--- src/rtl/imc_wb_pkg.sv ---
// Shared definitions for the IMC wishbone slave front-end: FSM states,
// register offsets, decoded-region bit positions and STATUS layout.
package imc_wb_pkg;

  typedef enum logic [1:0] {
    S_IDLE = 2'd0,
    S_EXEC = 2'd1,
    S_ACK  = 2'd2
  } state_t;

  // Register offsets within the 256-byte slave window
  localparam logic [7:0] OFF_CTRL   = 8'h00;
  localparam logic [7:0] OFF_STATUS = 8'h04;
  localparam logic [7:0] OFF_IB     = 8'h08;
  localparam logic [7:0] OFF_WT     = 8'h0C;
  localparam logic [7:0] OFF_OB     = 8'h10;

  // One-hot region vector {ctrl, status, ib, wt, ob, unmapped}
  localparam int REGION_W  = 6;
  localparam int RG_CTRL   = 5;
  localparam int RG_STATUS = 4;
  localparam int RG_IB     = 3;
  localparam int RG_WT     = 2;
  localparam int RG_OB     = 1;
  localparam int RG_UNMAP  = 0;

  // STATUS register layout: {22'b0, err, busy, buf_flags[7:0]}
  localparam int ST_BUSY_BIT = 8;
  localparam int ST_ERR_BIT  = 9;

  localparam logic [31:0] DEF_ERR_DATA = 32'hDEAD_BEEF;

endpackage

--- src/rtl/imc_wb_decode.sv ---
// Address decoder: flags a hit in the slave window and classifies the
// offset into a one-hot region. Reads of write-only data ports and writes of
// the read-only data port fall into the unmapped region, so they are acked
// with no side effect.
module imc_wb_decode
  import imc_wb_pkg::*;
#(
  parameter logic [31:0] BASE_ADDR = 32'h3000_0000
) (
  input  logic [31:0]         adr,
  input  logic                we,
  output logic                hit,
  output logic [REGION_W-1:0] region
);

  logic [7:0] off;

  // Window compare and offset classification
  always_comb begin
    off    = adr[7:0];
    hit    = (adr[31:8] == BASE_ADDR[31:8]);
    region = '0;
    case (off)
      OFF_CTRL:   region[RG_CTRL]   = 1'b1;
      OFF_STATUS: region[RG_STATUS] = 1'b1;
      OFF_IB:     if (we) region[RG_IB] = 1'b1; else region[RG_UNMAP] = 1'b1;
      OFF_WT:     if (we) region[RG_WT] = 1'b1; else region[RG_UNMAP] = 1'b1;
      OFF_OB:     if (!we) region[RG_OB] = 1'b1; else region[RG_UNMAP] = 1'b1;
      default:    region[RG_UNMAP]  = 1'b1;
    endcase
  end

endmodule

--- src/rtl/imc_wb_slave_if.sv ---
// Wishbone classic slave front-end for the SRAM IMC top. Turns bus cycles
// into input/weight buffer pushes, output buffer pops and CTRL/STATUS access.
// Every transfer walks IDLE -> EXEC -> ACK, so ack arrives no earlier than
// the third cycle of a request.
// Optional feature: define IMC_WB_TIMEOUT_EN to bound EXEC stalls to
// TIMEOUT_CYCLES; a timed-out transfer is acked without push/pop, reads
// return ERR_DATA and the sticky STATUS err bit is set.
module imc_wb_slave_if
  import imc_wb_pkg::*;
#(
  parameter logic [31:0] BASE_ADDR      = 32'h3000_0000,
  parameter int unsigned TIMEOUT_CYCLES = 64,
  parameter logic [31:0] ERR_DATA       = DEF_ERR_DATA
) (
  input  logic        wb_clk_i,
  input  logic        wb_rst_i,
  input  logic        wbs_cyc_i,
  input  logic        wbs_stb_i,
  input  logic        wbs_we_i,
  input  logic [3:0]  wbs_sel_i,
  input  logic [31:0] wbs_adr_i,
  input  logic [31:0] wbs_dat_i,
  output logic        wbs_ack_o,
  output logic [31:0] wbs_dat_o,
  output logic [31:0] ib_wdata,
  output logic        ib_push,
  input  logic        ib_full,
  output logic [31:0] wt_wdata,
  output logic        wt_push,
  input  logic        wt_full,
  input  logic [31:0] ob_rdata,
  output logic        ob_pop,
  input  logic        ob_empty,
  output logic        ctrl_start,
  output logic [2:0]  ctrl_opcode,
  input  logic        imc_busy,
  input  logic [7:0]  buf_flags
);

  state_t              state, state_nxt;
  logic                hit, req;
  logic [REGION_W-1:0] region, region_p0;
  logic                we_p0, sel0_p0;
  logic [31:0]         dat_p0;
  logic [31:0]         rdata_q, rdata_nxt;
  logic [2:0]          opcode_q;
  logic                opcode_ld;
  logic                err_q, err_set, err_clr;
  logic                stall, timeout;
  logic                unused_sel;

  // Only byte lane 0 matters (CTRL); data pushes are always full words.
  assign unused_sel = ^wbs_sel_i[3:1];

  imc_wb_decode #(
    .BASE_ADDR (BASE_ADDR)
  ) u_decode (
    .adr    (wbs_adr_i),
    .we     (wbs_we_i),
    .hit    (hit),
    .region (region)
  );

  assign req = wbs_cyc_i & wbs_stb_i & hit;

`ifdef IMC_WB_TIMEOUT_EN
  localparam int CNT_W = $clog2(TIMEOUT_CYCLES + 1);
  logic [CNT_W-1:0] stall_cnt;

  // Stall counter: held at zero outside EXEC so every entry starts fresh
  always_ff @(posedge wb_clk_i or posedge wb_rst_i) begin
    if (wb_rst_i)            stall_cnt <= '0;
    else if (state != S_EXEC) stall_cnt <= '0;
    else                     stall_cnt <= stall_cnt + 1'b1;
  end

  assign timeout = (stall_cnt == CNT_W'(TIMEOUT_CYCLES - 1));
`else
  assign timeout = 1'b0;
`endif

  // State register
  always_ff @(posedge wb_clk_i or posedge wb_rst_i) begin
    if (wb_rst_i) state <= S_IDLE;
    else          state <= state_nxt;
  end

  // Request capture control: region, direction and lane-0 select
  always_ff @(posedge wb_clk_i or posedge wb_rst_i) begin
    if (wb_rst_i) begin
      region_p0 <= '0;
      we_p0     <= 1'b0;
      sel0_p0   <= 1'b0;
    end else if (state == S_IDLE && req) begin
      region_p0 <= region;
      we_p0     <= wbs_we_i;
      sel0_p0   <= wbs_sel_i[0];
    end
  end

  // Request capture data (outputs derived from it are gated by control)
  always_ff @(posedge wb_clk_i) begin
    if (state == S_IDLE && req) dat_p0 <= wbs_dat_i;
  end

  // Read data: the EXEC cycle that leaves for ACK leaves its value here
  always_ff @(posedge wb_clk_i) begin
    if (state == S_EXEC) rdata_q <= rdata_nxt;
  end

  // Opcode register and sticky timeout error
  always_ff @(posedge wb_clk_i or posedge wb_rst_i) begin
    if (wb_rst_i) begin
      opcode_q <= 3'd0;
      err_q    <= 1'b0;
    end else begin
      if (opcode_ld) opcode_q <= dat_p0[3:1];
      if (err_clr)      err_q <= 1'b0;
      else if (err_set) err_q <= 1'b1;
    end
  end

  // Next-state and strobe generation
  always_comb begin
    state_nxt  = state;
    ib_push    = 1'b0;
    wt_push    = 1'b0;
    ob_pop     = 1'b0;
    ctrl_start = 1'b0;
    opcode_ld  = 1'b0;
    err_set    = 1'b0;
    err_clr    = 1'b0;
    stall      = 1'b0;
    rdata_nxt  = '0;
    case (state)
      S_IDLE: begin
        if (req) state_nxt = S_EXEC;
      end
      S_EXEC: begin
        if (!wbs_cyc_i) begin
          state_nxt = S_IDLE;
        end else begin
          if (region_p0[RG_CTRL]) begin
            state_nxt = S_ACK;
            if (we_p0) begin
              if (sel0_p0) begin
                opcode_ld  = 1'b1;
                ctrl_start = dat_p0[0];
              end
            end else begin
              rdata_nxt = {28'd0, opcode_q, imc_busy};
            end
          end else if (region_p0[RG_STATUS]) begin
            state_nxt = S_ACK;
            if (we_p0) begin
              err_clr = 1'b1;
            end else begin
              rdata_nxt[ST_ERR_BIT]         = err_q;
              rdata_nxt[ST_BUSY_BIT]        = imc_busy;
              rdata_nxt[ST_BUSY_BIT-1:0]    = buf_flags;
            end
          end else if (region_p0[RG_IB]) begin
            if (ib_full) stall = 1'b1;
            else begin
              ib_push   = 1'b1;
              state_nxt = S_ACK;
            end
          end else if (region_p0[RG_WT]) begin
            if (wt_full) stall = 1'b1;
            else begin
              wt_push   = 1'b1;
              state_nxt = S_ACK;
            end
          end else if (region_p0[RG_OB]) begin
            if (ob_empty) stall = 1'b1;
            else begin
              ob_pop    = 1'b1;
              rdata_nxt = ob_rdata;
              state_nxt = S_ACK;
            end
          end else begin
            state_nxt = S_ACK;
          end
          if (stall && timeout) begin
            state_nxt = S_ACK;
            err_set   = 1'b1;
            rdata_nxt = we_p0 ? 32'd0 : ERR_DATA;
          end
        end
      end
      S_ACK:   state_nxt = S_IDLE;
      default: state_nxt = S_IDLE;
    endcase
  end

  assign wbs_ack_o   = (state == S_ACK);
  assign wbs_dat_o   = wbs_ack_o ? rdata_q : 32'd0;
  assign ib_wdata    = ib_push ? dat_p0 : 32'd0;
  assign wt_wdata    = wt_push ? dat_p0 : 32'd0;
  assign ctrl_opcode = opcode_q;

endmodule

--- config.mk ---
export PLATFORM = sky130hd
export DESIGN_NAME = imc_wb_slave_if
export DESIGN_NICKNAME = d
export VERILOG_FILES = /design/src/rtl/imc_wb_pkg.sv /design/src/rtl/imc_wb_decode.sv /design/src/rtl/imc_wb_slave_if.sv
export SDC_FILE = /design/constraint.sdc
export NUM_CORES = 1
export LEC_CHECK = 0
export ABC_CLOCK_PERIOD_IN_PS = 3000
export BUFFER_PORTS_ARGS = -buffer_cell sky130_fd_sc_hd__buf_2
export CAP_MARGIN = 0
export CORE_AREA = 2 2 94 96
export DETAILED_ROUTE_END_ITERATION = 6
export DIE_AREA = 0 0 96 98
export PLACE_DENSITY = 0.77
export SYNTH_ARGS = -nofsm -noshare
export SYNTH_HDL_FRONTEND = slang
export SYNTH_SLANG_ARGS = --single-unit
--- constraint.sdc ---
create_clock -name wb_clk_i -period 3 [get_ports wb_clk_i]
set_input_delay 0.3 -clock wb_clk_i [delete_from_list [all_inputs] [get_ports wb_clk_i]]
set_output_delay 0.3 -clock wb_clk_i [all_outputs]
set_load 0.1 [all_outputs]
== Word-level counts from Yosys, hierarchy flattened ==
Index checks and enable logic that the tools add are counted.
Word-level totals
  register bits: 78
  bits of input ports: 117
  output and inout bits: 104
  word-level logic and storage cells: 95
Cells by class
  equal/unequal tests: 11
  muxes and demuxes: 68
  bitwise logic cells: 2
  reduce and logical (&&, ||, !) cells: 6
Operators by type and width (count)
  two-way mux 32 bit: 8
  two-way mux 1 bit: 44
  equality test 24 x 22 -> 1 bit (second input constant): 1
  two-way mux 22 bit: 1
  two-way mux 10 bit: 2
  two-way mux 2 bit: 10
  equality test 8 x 4 -> 1 bit (second input constant): 2
  equality test 8 x 3 -> 1 bit (second input constant): 1
  equality test 8 x 5 -> 1 bit (second input constant): 1
  zero test 8 bit: 1
  inequality test 8 bit (second input constant): 1
  inequality test 7 bit (second input constant): 1
  inequality test 6 bit (second input constant): 1
  two-way mux 4 bit: 1
  case mux 2 bit (2 select lines): 1
  AND reduction 4 bit: 1
  OR reduction 2 bit: 2
  case mux 1 bit (3 select lines): 1
  bitwise AND 1 bit: 2
  equality test 2 x 1 -> 1 bit (second input constant): 1
  equality test 2 bit (second input constant): 1
  zero test 2 bit: 1
  inequality test 2 bit (second input constant): 1
  logical AND 1 bit: 1

== Logic depth before layout (Yosys ltp) ==
Gate-level depths: netlist of run 1.
  depth in word-level cells: 8
  gate-level depth with buffers: 6
  depth with buffers taken out: 4

== By module ==
From an unflattened synthesis of run 1, not the netlist that was laid out.
Second synthesis, totals
  cells, all modules: 331
  area total of the unflattened synthesis: 3658.5 sq um
Modules (own cells, without submodules)
  imc_wb_slave_if: times used 1, cells each 308, area each 3505.9 sq um, seq. area each 2222.1 sq um
  imc_wb_decode: times used 1, cells each 23, area each 152.6 sq um, seq. area each 0.0 sq um

== Worst setup path after synthesis of run 1 ==
Ideal clock, no wire load.
  path type: register to output
  start: register state[1]
  end: output ib_wdata[22]
  data arrival time: 3.601 ns
  data required time: 2.700 ns
  slack: -0.901 ns
  cell stages (with the launch flop): 6
  path buffers: 1
  path through: dfrtp_1 -> and2b_1 -> nand2_1 -> nor2_1 -> clkbuf_1 -> and2_1
On the way
  longest elaborated chain between the ends: 3
Ends and longest elaborated chain
  start: declaration: line imc_wb_slave_if.sv:40  | state_t state, state_nxt;
  start signal: assignment: line imc_wb_slave_if.sv:85  | else state <= state_nxt;
  equality test 2 x 1 -> 1 bit: line imc_wb_slave_if.sv:135  | case (state)
  two-way mux 1 bit: line imc_wb_slave_if.sv:135
  net ib_push: line imc_wb_slave_if.sv:26  | output logic ib_push,
  two-way mux 32 bit: line imc_wb_slave_if.sv:198  | assign ib_wdata = ib_push ? dat_p0 : 32'd0;
  end: declaration: line imc_wb_slave_if.sv:25  | output logic [31:0] ib_wdata,
The timed path passes the listed nets, and every way through them passes these cells.

== Final worst setup path of run 1 ==
  start: register region_p0[5]
  end: output wt_wdata[21]
On the way
  longest elaborated chain between the ends: 4
Ends and longest elaborated chain
  start: declaration: line imc_wb_slave_if.sv:42  | logic [REGION_W-1:0] region, region_p0;
  start signal: assignment: line imc_wb_slave_if.sv:95  | region_p0 <= region;
  two-way mux 1 bit: line imc_wb_slave_if.sv:143  | if (region_p0[RG_CTRL]) begin
  two-way mux 1 bit: line imc_wb_slave_if.sv:140  | if (!wbs_cyc_i) begin
  two-way mux 1 bit: line imc_wb_slave_if.sv:135
  two-way mux 32 bit: line imc_wb_slave_if.sv:199  | assign wt_wdata = wt_push ? dat_p0 : 32'd0;
  end: declaration: line imc_wb_slave_if.sv:28  | output logic [31:0] wt_wdata,
Every way passes these cells.

==> out/metrics.json, run 1 <==
{
  "run_status": "completed",
  "ant_nets": 0,
  "buffer_and_inverter_count_on_the_worst_path": 2,
  "synth-xor-area-share_pct": 0,
  "max_stage_delay_ps": 430,
  "fin_worst_skew_ps": 10.39,
  "route.vias.total": 2952,
  "clk_buf_depth": 2,
  "chipHeight_um": 98,
  "crit_path_max_fanout": 33,
  "timing.hold.ws_ps": 127.2,
  "drv.max_cap_violation_count": 0,
  "nNetsFinal": 617,
  "period_minus_slack_ps": 2458,
  "rrSetupSlack_ps": 880,
  "antenna_cells": 0,
  "pin_count_of_the_biggest_net_entering_global_routing": 35,
  "initial_utilization_pct": 41.81,
  "cts_htree_levels": 3,
  "port-buffer-count": 217,
  "dominant_combinational_cell_family_by_area_after_synthesis": "simple AND/OR/NAND/NOR gates",
  "netlist-cell-type-count": 30,
  "slew_headroom_pct": 36.93,
  "synth-async-reset-ratio_pct": 15.79,
  "min_path_type": "input pin to flip-flop",
  "post_route_cells_drive_above_1_share_pct": 53.86,
  "clkTransAtPathRegs_ps": 80,
  "vias_in_the_first_global_route": 3105,
  "grt_setup_unrepaired": "false",
  "post_synth_inst_count": 279,
  "grt_first_pass_wirelength_um": 15390,
  "fin_crit_sh_pct": 81.92,
  "finalWirelength_um": 10040,
  "nFillCells": 601,
  "post_cts_buffers": 0,
  "layout_overhead_on_the_synthesized_area_pct": 69.11,
  "globalRouteOverflowTotal": 0,
  "place.gp.congestion": 0.8029,
  "drt_pass1_iterations": 6,
  "worst-endpoint-arrival_ps": 2160,
  "drt-initial-drc-count": 96,
  "synth.yosys.seq_area_share_pct": 62.78,
  "num_io_pins": 221,
  "post_synth_mux_area_share_pct": 3.181,
  "rows": 34,
  "totalNegativeSetupSlack_ps": 0,
  "slew_violations": 0,
  "finalPower_uw": 1982,
  "slowest_stage": "dfrtp_1",
  "yosys_warnings": 0,
  "synth.cell_area_um2": 3540,
  "post_cts_resize_count": 0,
  "clock_sinks": 76,
  "synth_enable_flop_cells": 64,
  "detailed_place_hpwl_um": 8037,
  "worst_slew_pin_slew_ps": 932.7,
  "placed_cells_incl_taps": 596,
  "ctsRootBufferMaster": "clkbuf_8",
  "final_hold_viol_count": 0,
  "fmax_mhz": 406.9,
  "power.static_leakage_uw": 0.002749,
  "cp.required_ps": 2700,
  "via_per_inst": 4.816,
  "startpoint_type_of_the_worst_setup_path": "flip-flop",
  "die_x_um": 96,
  "syn_nets": 396,
  "tritoncts": "yes",
  "antenna_found_initial": 0,
  "power_per_cell_area_nw_per_um2": 331.1,
  "synthesis.area_per_instance_um2": 12.69,
  "vdd.ir_drop.worst_mv": 0.2597,
  "synth_flop_cell": "edfxtp_1",
  "timing.setup.critical_path_class": "flip-flop to output port",
  "flip_flop_and_latch_count_after_synthesis": 76,
  "clkLatencyLatePin_ps": 350,
  "global_route.usage.total_pct": 21.68,
  "fp.dieArea_um2": 9408,
  "synth_compound_gate_area_share_pct": 3.075,
  "drt-wirelength-per-cell_um": 16.38,
  "crit_chain": "nor3b_2 > nand2_1 > nor4b_4 > buf_4 > and2_1 > buf_12",
  "synth_fa_ha_area_share_pct": 0,
  "setup_viol": 0,
  "critical_path.top_delay_family": "simple AND/OR/NAND/NOR gates",
  "instances_no_fill": 613,
  "core_um2": 8466,
  "simple_gate_share_of_the_synthesized_area_pct": 28.77,
  "cts_made_buffers": 9,
  "drc_errors": 0,
  "kind_of_end_point_of_the_critical_path": "output port"
}
registers in the layout (all words and copies together), names as in the netlist:
| register | cells |
|---|---|
| dat_p0 | 32 |
| we_p0 | 1 |
| ctrl_opcode | 3 |
| rdata_q | 32 |
| sel0_p0 | 1 |
| state | 2 |
| region_p0 | 5 |
report_power, final:
group / internal [µW] / switching [µW] / leakage [µW]
combinational: 56.3 / 29.5 / 0.00183
sequential: 1140 / 0.0000296 / 0.000828
clock: 384 / 375 / 0.0000927
total: 1580 / 405 / 0.00275
layout make-up:
type | count | area [µm²] | area share, %
inverters | 6 | 22.52 | 0.3763
multi-input cells | 183 | 1270 | 21.22
clock inverters | 6 | 63.81 | 1.066
repair buffers | 224 | 2145 | 35.83
well taps | 108 | 135.1 | 2.258
clock buffers | 10 | 127.6 | 2.132
flip-flops and latches | 76 | 2222 | 37.12
kinds of logic (layout without fill, tap and decap cells):
group / Yosys count / in the layout
AO/OA/AOI/OAI: 13 / 13
flip-flops: 76 / 76
multiplexers: 10 / 10
buffers and inverters: 20 / 246
AND/OR/NAND/NOR: 160 / 160
repair_timing:
| item | CTS | global route |
|---|---|---|
| hold buffers | 1 | 0 |
| endpoints found under the hold margin | 12 | 0 |
| endpoints found under the setup margin | 0 | 0 |
cell usage after synthesis, drive strengths merged, types with 4 or more instances:
cell type,count,share of area [%]
dfrtp,12,8.5
a22o,5,1.2
inv,6,0.64
nand2,5,0.53
and2,122,22
edfxtp,64,54
mux2,10,3.2
nor4,6,1.1
a222oi,4,1.1
clkbuf,12,1.3
nor2,8,0.85
through the flow:
stage	area (µm²)	setup WS [ps]	utilization (%)
CTS	5986	500.2	70.71
global route	5986	376.1	70.71
finish	5986	542.4	70.71
global placement	5784	906.4	68.33
detailed placement	5784	873.6	68.33
floorplan	3565	159.3	-
worst paths after layout:
path | cells after the start | from | endpoint
worst max-delay path | 6 | region_p0[5] | wt_wdata[21]
worst min-delay path | 1 | wbs_dat_i[29] | dat_p0[29]
worst max register to register | 4 | state[1] | dat_p0[2]
worst min register to register | 1 | sel0_p0 | sel0_p0
max in group asynchronous | 3 | wb_rst_i | state[1]
min in group asynchronous | 3 | wb_rst_i | region_p0[1]
layout by cell type (no fill, tap or decap), types with 6 or more instances in the layout:
cell / instances
nor4_1: 6
and2_2: 18
edfxtp_1: 64
inv_1: 6
buf_2: 151
nor2_1: 8
buf_12: 67
mux2_2: 10
and2_1: 104
dfrtp_1: 12
clkbuf_8: 9
metal layers:
metal  up-vias  track usage (%)  routed length [µm]
li1       1412                -                   -
met1      1408            21.74                3281
met2       111            40.71                5798
met3        21            5.864                 681
met4         0            9.231                 278
met5         -                0                   0
No activity file was read; power rests on OpenSTA's default activity.
==> inputs of run 2 (changes only) <==
--- a/config.mk
+++ b/config.mk
@@ -5,7 +5,7 @@
 export SDC_FILE = /design/constraint.sdc
 export NUM_CORES = 1
 export LEC_CHECK = 0
-export ABC_CLOCK_PERIOD_IN_PS = 3000
+export ABC_CLOCK_PERIOD_IN_PS = 2300
 export BUFFER_PORTS_ARGS = -buffer_cell sky130_fd_sc_hd__buf_2
 export CAP_MARGIN = 0
 export CORE_AREA = 2 2 94 96
==> constraint.sdc (replaced) <==
create_clock -name wb_clk_i -period 2.3 [get_ports wb_clk_i]
set_input_delay 0.23 -clock wb_clk_i [delete_from_list [all_inputs] [get_ports wb_clk_i]]
set_output_delay 0.23 -clock wb_clk_i [all_outputs]
set_load 0.1 [all_outputs]
==> out/metrics.json, run 2 (synthesis results as in run 1) <==
{
  "instances_no_fill": {"value": 617, "change": "+0.65%"},
  "drv.max_cap_violation_count": {"value": 0, "change": "unchanged"},
  "min_path_type": "input pin to flip-flop",
  "finalWirelength": {"value": 10450, "unit": "µm", "change": "+4.1%"},
  "power.net_switching": {"value": 514.9, "unit": "µW", "change": "+27%"},
  "crit_chain": "nor3b_4 > nand2_2 > nor4b_4 > buf_6 > buf_12 > and2_2 > buf_12",
  "ctsRootBufferMaster": "clkbuf_8",
  "fmax_mhz": 430.2,
  "fin_worst_skew": {"value": 6.689, "unit": "ps", "change": "-3.702 ps"},
  "layout_overhead_on_the_synthesized_area_pct": 79.99,
  "global_route.usage.total": {"value": 21.97, "unit": "%", "change": "+0.29 points"},
  "post_route_cells_drive_above_1_share": {"value": 63.06, "unit": "%", "change": "+9.2 points"},
  "drc_errors": {"value": 0, "change": "unchanged"},
  "place.gp.congestion": {"value": 0.8717, "change": "+8.6%"},
  "intPower": {"value": 2269, "unit": "µW", "change": "+44%"},
  "power_frac_comb": {"value": 4.2, "unit": "%", "change": "about the same"},
  "max_stage_delay": {"value": 460, "unit": "ps", "change": "+30 ps"},
  "drt-wirelength-per-cell": {"value": 16.94, "unit": "µm", "change": "+3.4%"},
  "globalRouteOverflowTotal": {"value": 0, "change": "unchanged"},
  "rows": {"value": 34, "change": "unchanged"},
  "kind_of_end_point_of_the_critical_path": "output port",
  "final_common_cell": "buf_2",
  "timing.setup.critical_path_class": "flip-flop to output port",
  "totalNegativeSetupSlack": {"value": -225.4, "unit": "ps", "change": "-225.4 ps"},
  "pin_count_of_the_biggest_net_entering_global_routing": {"value": 41, "change": "+17%"},
  "startpoint_type_of_the_worst_setup_path": "flip-flop",
  "core": {"value": 8466, "unit": "µm²", "change": "unchanged"},
  "drt-initial-drc-count": {"value": 152, "change": "+58%"},
  "ant_nets": {"value": 0, "change": "unchanged"},
  "power.switching_fraction": {"value": 18.49, "unit": "%", "change": "-1.9 points"},
  "num_io_pins": {"value": 221, "change": "unchanged"},
  "p_seq_share": {"value": 53.2, "unit": "%", "change": "-4.1 points"},
  "detailed_place_hpwl": {"value": 7803, "unit": "µm", "change": "-2.9%"},
  "worst-endpoint-arrival": {"value": 2090, "unit": "ps", "change": "-70 ps"},
  "die_x": {"value": 96, "unit": "µm", "change": "unchanged"},
  "slew_headroom": {"value": 65.54, "unit": "%", "change": "+29 points"},
  "period_minus_slack_ps": 2325,
  "antenna_cells": {"value": 0, "change": "unchanged"},
  "crit_path_max_fanout": {"value": 17, "change": "-48%"},
  "nNetsFinal": {"value": 621, "change": "+0.65%"},
  "grt_first_pass_wirelength": {"value": 15590, "unit": "µm", "change": "+1.3%"},
  "cp.required": {"value": 2070, "unit": "ps", "change": "-630 ps"},
  "initial_utilization": {"value": 41.81, "unit": "%", "change": "unchanged"},
  "vias_in_the_first_global_route": {"value": 3175, "change": "+2.3%"},
  "tritoncts": "yes",
  "failed_checks": "setup timing",
  "fp.dieArea": {"value": 9408, "unit": "µm²", "change": "unchanged"},
  "slew_violations": {"value": 0, "change": "unchanged"},
  "cts_made_buffers": {"value": 9, "change": "unchanged"},
  "cts_htree_levels": {"value": 3, "change": "unchanged"},
  "port-buffer-count": {"value": 217, "change": "unchanged"},
  "finalWorstSetupSlack": {"value": -24.52, "unit": "ps", "change": "-566.9 ps"},
  "vdd.ir_drop.worst": {"value": 0.3144, "unit": "mV", "change": "+21%"},
  "clock_sinks": {"value": 76, "change": "unchanged"},
  "grt_setup_unrepaired": "true",
  "run_status": "finished, violations left",
  "drt_pass1_iterations": {"value": 5, "change": "-1"},
  "path_common_cell": "buf_12",
  "power.static_leakage": {"value": 0.002880, "unit": "µW", "change": "+4.8%"},
  "slowest_stage": "dfrtp_2",
  "setup_viol": {"value": 17, "change": "+17"},
  "clock_power_share": {"value": 42.6, "unit": "%", "change": "+4.3 points"},
  "chipHeight": {"value": 98, "unit": "µm", "change": "unchanged"},
  "fin_crit_sh_pct": 101.1,
  "clkLatencyLatePin": {"value": 340, "unit": "ps", "change": "about the same"},
  "clkTransAtPathRegs": {"value": 80, "unit": "ps", "change": "about the same"},
  "buffer_and_inverter_count_on_the_worst_path": {"value": 3, "change": "+1"},
  "final_hold_viol_count": {"value": 0, "change": "unchanged"},
  "top_regs": "dat_p0 x32, rdata_q x32, region_p0 x5",
  "via_per_inst": {"value": 4.943, "change": "+2.6%"},
  "route.vias.total": {"value": 3050, "change": "+3.3%"},
  "commonest_non_fill_non_tap_cells_in_the_layout": "buf_2, buf_12, edfxtp_1",
  "antenna_found_initial": {"value": 0, "change": "unchanged"},
  "critical_path.top_delay_family": "simple AND/OR/NAND/NOR gates",
  "placed_cells_incl_taps": {"value": 597, "change": "+0.17%"},
  "power_per_cell_area": {"value": 437.0, "unit": "nW/µm²", "change": "+32%"},
  "clk_buf_depth": {"value": 2, "change": "unchanged"},
  "worst_slew_pin_slew": {"value": 520.5, "unit": "ps", "change": "-412.2 ps"}
}
[run 2: through the flow]
step           hold WS [ps]  area, µm²  total power (µW)  setup WS [ps]  utilization, %
6_report              62.63       6371              2784         -24.52           75.26
5_1_grt               40.55       6371              2876         -129.3           75.26
4_1_cts               43.95       6307              2814         -12.15           74.50
3_5_place_dp          267.7       6065              1626          335.4           71.64
3_3_place_gp          258.9       6065              1620          403.6           71.64
2_1_floorplan         94.70       3649              1525         -70.87               -
[run 2: routing by layer]
layer	wire (µm)	global-route usage, %	part of all wire [%]	vias to the layer above
li1	-	-	-	1416
met1	3584	23.57	34	1451
met2	5926	40.38	57	155
met3	593	3.781	5.7	28
met4	345	10.88	3.3	0
met5	0	0	0	-
[run 2: area by class of cell]
cell class | count | area [µm²]
Clock inverter | 6 | 102.6
Fill cell | 542 | 2095
Sequential cell | 76 | 2223
Timing Repair Buffer | 228 | 2390
Clock buffer | 10 | 127.6
Tap cell | 108 | 135.1
Multi-Input combinational cell | 183 | 1370
Inverter | 6 | 22.52
[run 2: worst paths after layout]
path / startpoint / to / cells after the start / slack (ps)
hold / removal: wbs_dat_i[13] / dat_p0[13] / 1 / 60
min in group asynchronous: wb_rst_i / region_p0[3] / 3 / 470
max in group asynchronous: wb_rst_i / region_p0[5] / 3 / 1470
hold reg to reg: sel0_p0 / sel0_p0 / 1 / 530
setup / recovery: region_p0[5] / wt_wdata[4] / 7 / -20
setup reg to reg: state[0] / we_p0 / 5 / 440
[run 2: power by group through the flow]
stage	clock network (µW)	registers (µW)	logic [µW]
3_5_place_dp	0	1510	113
2_1_floorplan	0	1510	12.6
5_1_grt	1270	1480	129
4_1_cts	1220	1480	115
6_report	1190	1480	116
3_3_place_gp	0	1510	107
[run 2: repair_timing]
| item | CTS | global route |
|---|---|---|
| hold endpoints to repair | 12 | 0 |
| endpoints found under the setup margin | 32 | 32 |
| gates cloned | 0 | 2 |
| resized for setup | 1 | 10 |
| hold buffers | 1 | 0 |
| pin swaps | 1 | 7 |
| setup buffers | 0 | 1 |
==> inputs of run 3 (changes only) <==
--- a/config.mk
+++ b/config.mk
@@ -5,12 +5,13 @@
 export SDC_FILE = /design/constraint.sdc
 export NUM_CORES = 1
 export LEC_CHECK = 0
-export ABC_CLOCK_PERIOD_IN_PS = 2300
+export ABC_AREA = 1
+export ABC_CLOCK_PERIOD_IN_PS = 2600
 export BUFFER_PORTS_ARGS = -buffer_cell sky130_fd_sc_hd__buf_2
 export CAP_MARGIN = 0
-export CORE_AREA = 2 2 94 96
+export CORE_AREA = 2 2 96 98
 export DETAILED_ROUTE_END_ITERATION = 6
-export DIE_AREA = 0 0 96 98
+export DIE_AREA = 0 0 98 100
 export PLACE_DENSITY = 0.77
 export SYNTH_ARGS = -nofsm -noshare
 export SYNTH_HDL_FRONTEND = slang
==> constraint.sdc (replaced) <==
create_clock -name wb_clk_i -period 2.6 [get_ports wb_clk_i]
set_input_delay 0.26 -clock wb_clk_i [delete_from_list [all_inputs] [get_ports wb_clk_i]]
set_output_delay 0.26 -clock wb_clk_i [all_outputs]
set_load 0.1 [all_outputs]
==> out/metrics.json, run 3 <==
{
  "run_status": "completed",
  "min_from": "wbs_dat_i[16]",
  "max_stage_delay": {"value": 420, "unit": "ps", "change": "-40 ps"},
  "worst_slew_pin_slew": {"value": 525.9, "unit": "ps", "change": "+5.435 ps"},
  "timing.hold.ws": {"value": 83.94, "unit": "ps", "change": "+21.31 ps"},
  "power_per_cell_area": {"value": 354.6, "unit": "nW/µm²", "change": "-19%"},
  "synthDominantCellAreaShare": {"value": 51.34, "unit": "%", "change": "-3.0 points"},
  "period_minus_slack_ps": 2302,
  "synth.cell_area": {"value": 3744, "unit": "µm²", "change": "+5.8%"},
  "synth_compound_gate_area_share": {"value": 1.671, "unit": "%", "change": "-1.4 points"},
  "post-synth-top-area-cell": "edfxtp_1",
  "holdPathEnd": "dat_p0[16]",
  "whs_path_depth": {"value": 1, "change": "unchanged"},
  "drc_errors": {"value": 0, "change": "unchanged"},
  "synth-xor-area-share": {"value": 0, "unit": "%", "change": "unchanged"},
  "antenna_found_initial": {"value": 0, "change": "unchanged"},
  "postCtsHoldBufs": {"value": 1, "change": "unchanged"},
  "min_path_type": "input pin to flip-flop",
  "drt-initial-drc-count": {"value": 96, "change": "-37%"},
  "kind_of_end_point_of_the_critical_path": "output port",
  "dominant_combinational_cell_family_by_area_after_synthesis": "simple AND/OR/NAND/NOR gates",
  "timing.setup.critical_path_class": "flip-flop to output port",
  "grt_first_pass_wirelength": {"value": 16930, "unit": "µm", "change": "+8.6%"},
  "syn_nets": {"value": 552, "change": "+39%"},
  "setup_viol": {"value": 0, "change": "-17"},
  "post-synth-top-count-cell": "nor2_1",
  "preCtsSetupSlack": {"value": 687.1, "unit": "ps", "change": "+351.7 ps"},
  "cp.required": {"value": 2340, "unit": "ps", "change": "+270 ps"},
  "rrSetupSlack": {"value": 890, "unit": "ps", "change": "+450 ps"},
  "finalWorstSetupSlack": {"value": 298.5, "unit": "ps", "change": "+323.0 ps"},
  "die_x": {"value": 98, "unit": "µm", "change": "+2.1%"},
  "slew_headroom": {"value": 64.81, "unit": "%", "change": "-0.73 points"},
  "r2r.worst_path.cells": {"value": 6, "change": "+1"},
  "synth_flop_cell": "edfxtp_1",
  "fin_crit_sh_pct": 88.52,
  "synth-async-reset-ratio": {"value": 15.79, "unit": "%", "change": "unchanged"},
  "finalWirelength": {"value": 10440, "unit": "µm", "change": "-0.12%"},
  "post_cts_resize_count": {"value": 0, "change": "-1"},
  "clkTransAtPathRegs": {"value": 80, "unit": "ps", "change": "about the same"},
  "clk_buf_depth": {"value": 2, "change": "unchanged"},
  "post_cts_buffers": {"value": 0, "change": "unchanged"},
  "num_io_pins": {"value": 221, "change": "unchanged"},
  "path_common_cell": "inv_1",
  "detailed_place_hpwl": {"value": 8359, "unit": "µm", "change": "+7.1%"},
  "global_route.usage.total": {"value": 21.62, "unit": "%", "change": "-0.35 points"},
  "yosys_warnings": {"value": 0, "change": "unchanged"},
  "grt_setup_unrepaired": "false",
  "fin_worst_skew": {"value": 16.53, "unit": "ps", "change": "+9.837 ps"},
  "rows": {"value": 35, "change": "+2.9%"},
  "netlist-cell-type-count": {"value": 21, "change": "-30%"},
  "drv.max_cap_violation_count": {"value": 0, "change": "unchanged"},
  "synth.yosys.seq_area_share": {"value": 59.36, "unit": "%", "change": "-3.4 points"},
  "buffer_and_inverter_count_on_the_worst_path": {"value": 4, "change": "+1"},
  "startpoint_type_of_the_worst_setup_path": "flip-flop",
  "simple_gate_share_of_the_synthesized_area": {"value": 26.40, "unit": "%", "change": "-2.4 points"},
  "globalRouteOverflowTotal": {"value": 0, "change": "unchanged"},
  "nNetsFinal": {"value": 776, "change": "+25%"},
  "critical_path.reg2reg.startpoint": "state[0]",
  "antenna_cells": {"value": 0, "change": "unchanged"},
  "post_synth_inst_count": {"value": 435, "change": "+56%"},
  "drt-wirelength-per-cell": {"value": 13.47, "unit": "µm", "change": "-20%"},
  "worst-endpoint-arrival": {"value": 2040, "unit": "ps", "change": "-50 ps"},
  "power.static_leakage": {"value": 0.003194, "unit": "µW", "change": "+11%"},
  "cts_made_buffers": {"value": 9, "change": "unchanged"},
  "layout_overhead_on_the_synthesized_area_pct": 66.88,
  "crit_path_max_fanout": {"value": 33, "change": "+16"},
  "clock_sinks": {"value": 76, "change": "unchanged"},
  "critical_path.top_delay_family": "buffers and inverters",
  "ant_nets": {"value": 0, "change": "unchanged"},
  "final_common_cell": "buf_2",
  "commonest_non_fill_non_tap_cells_in_the_layout": "buf_2, inv_1, nor2_1",
  "synthesis.area_per_instance": {"value": 8.606, "unit": "µm²", "change": "-32%"},
  "drt_pass1_iterations": {"value": 6, "change": "+1"},
  "dominant_cells_by_area_after_synthesis": "edfxtp_1, nor2_1, inv_1",
  "worstReg2RegEnd": "dat_p0[24]",
  "flip_flop_and_latch_count_after_synthesis": {"value": 76, "change": "unchanged"},
  "post_route_cells_drive_above_1_share": {"value": 44.73, "unit": "%", "change": "-18 points"},
  "final_hold_viol_count": {"value": 0, "change": "unchanged"},
  "nFillCells": {"value": 658, "change": "+21%"},
  "clkLatencyLatePin": {"value": 350, "unit": "ps", "change": "about the same"},
  "fmax_mhz": 434.5,
  "slew_violations": {"value": 0, "change": "unchanged"},
  "vdd.ir_drop.worst": {"value": 0.2106, "unit": "mV", "change": "-33%"},
  "ctsRootBufferMaster": "clkbuf_8",
  "chipHeight": {"value": 100, "unit": "µm", "change": "+2.0%"},
  "synth_enable_flop_cells": {"value": 64, "change": "unchanged"},
  "tritoncts": "yes",
  "route.vias.total": {"value": 3548, "change": "+16%"},
  "cts_htree_levels": {"value": 3, "change": "unchanged"},
  "fp.dieArea": {"value": 9800, "unit": "µm²", "change": "+4.2%"},
  "synth_top_cells_by_count": "nor2_1, inv_1, edfxtp_1, nand2_1, nand3_1",
  "top_regs": "dat_p0 x32, rdata_q x32, region_p0 x5",
  "synth_fa_ha_area_share": {"value": 0, "unit": "%", "change": "unchanged"},
  "port-buffer-count": {"value": 217, "change": "unchanged"},
  "initial_utilization": {"value": 42.11, "unit": "%", "change": "+0.30 points"},
  "pin_count_of_the_biggest_net_entering_global_routing": {"value": 42, "change": "+2.4%"},
  "slowest_stage": "buf_2",
  "place.gp.congestion": {"value": 0.8224, "change": "-5.7%"},
  "core": {"value": 8890, "unit": "µm²", "change": "+5.0%"},
  "via_per_inst": {"value": 4.578, "change": "-7.4%"},
  "post_synth_mux_area_share": {"value": 0, "unit": "%", "change": "-3.2 points"},
  "crit_chain": "inv_1 > nand2_2 > nor2_2 > nand4_2 > buf_4 > inv_1 > buf_2",
  "vias_in_the_first_global_route": {"value": 3726, "change": "+17%"}
}
run 3: changes by cell type in the layout (fill, tap and decap cells not counted), sizes merged, moves of 6 or more:
cell   previous run  this run
nor2              8       148
and2            122         0
inv               6       106
nand2             5        46
nand3             2        28
mux2             10         0
nor4              6         0
run 3: layout make-up:
type | count | area, µm² | share of cell area (%)
clock buffer | 9 | 123.9 | 1.983
clock inverter | 7 | 41.29 | 0.6609
inverter | 107 | 401.6 | 6.429
multi-input combinational | 240 | 1165 | 18.65
sequential | 76 | 2222 | 35.57
tap | 111 | 138.9 | 2.223
timing repair buffer | 225 | 2155 | 34.49
run 3: how the worst max path moves through the flow:
stage / slack [ps] / startpoint / end / cells after the start
global placement: 730 / region_p0[5] / ib_push / 7
floorplan: -50 / state[0] / wbs_dat_o[0] / 3
global route: 180 / region_p0[5] / ib_push / 7
CTS: 290 / region_p0[5] / ib_push / 7
detailed placement: 690 / region_p0[5] / ib_push / 7
finish: 300 / region_p0[5] / ib_push / 7
run 3: metrics by stage:
step	power (µW)	std cells	setup TNS (ps)	cell area [µm²]	util (%)
global placement	1451	758	0	6072	68.30
finish	2215	775	0	6247	70.27
floorplan	1365	435	-102.2	3852	-
global route	2292	775	0	6247	70.27
detailed placement	1457	758	0	6072	68.30
CTS	2234	775	0	6247	70.27
run 3: kinds of logic after synthesis:
| logic type | count (synthesis) |
|---|---|
| AND/OR/NAND/NOR | 229 |
| flip-flops | 76 |
| AO/OA/AOI/OAI | 11 |
| buffers and inverters | 119 |
run 3: where the power goes:
group          switching, µW  internal [µW]
registers          0.0000721           1310
logic                   50.5           69.3
clock network            442            342
run 3: worst register-to-register path: cells and delay by family (launching register included):
kind	cells	cell delay (ps)
AND/OR/NAND/NOR	5	450
flip-flops	1	430
buffers and inverters	1	430
run 3: layer usage:
metal	vias to the layer above	routed length, µm	GRT usage [%]
met5	-	0	0
met3	17	1018	9.262
li1	1755	-	-
met4	0	177	6.838
met2	146	5388	38.30
met1	1630	3852	23.51
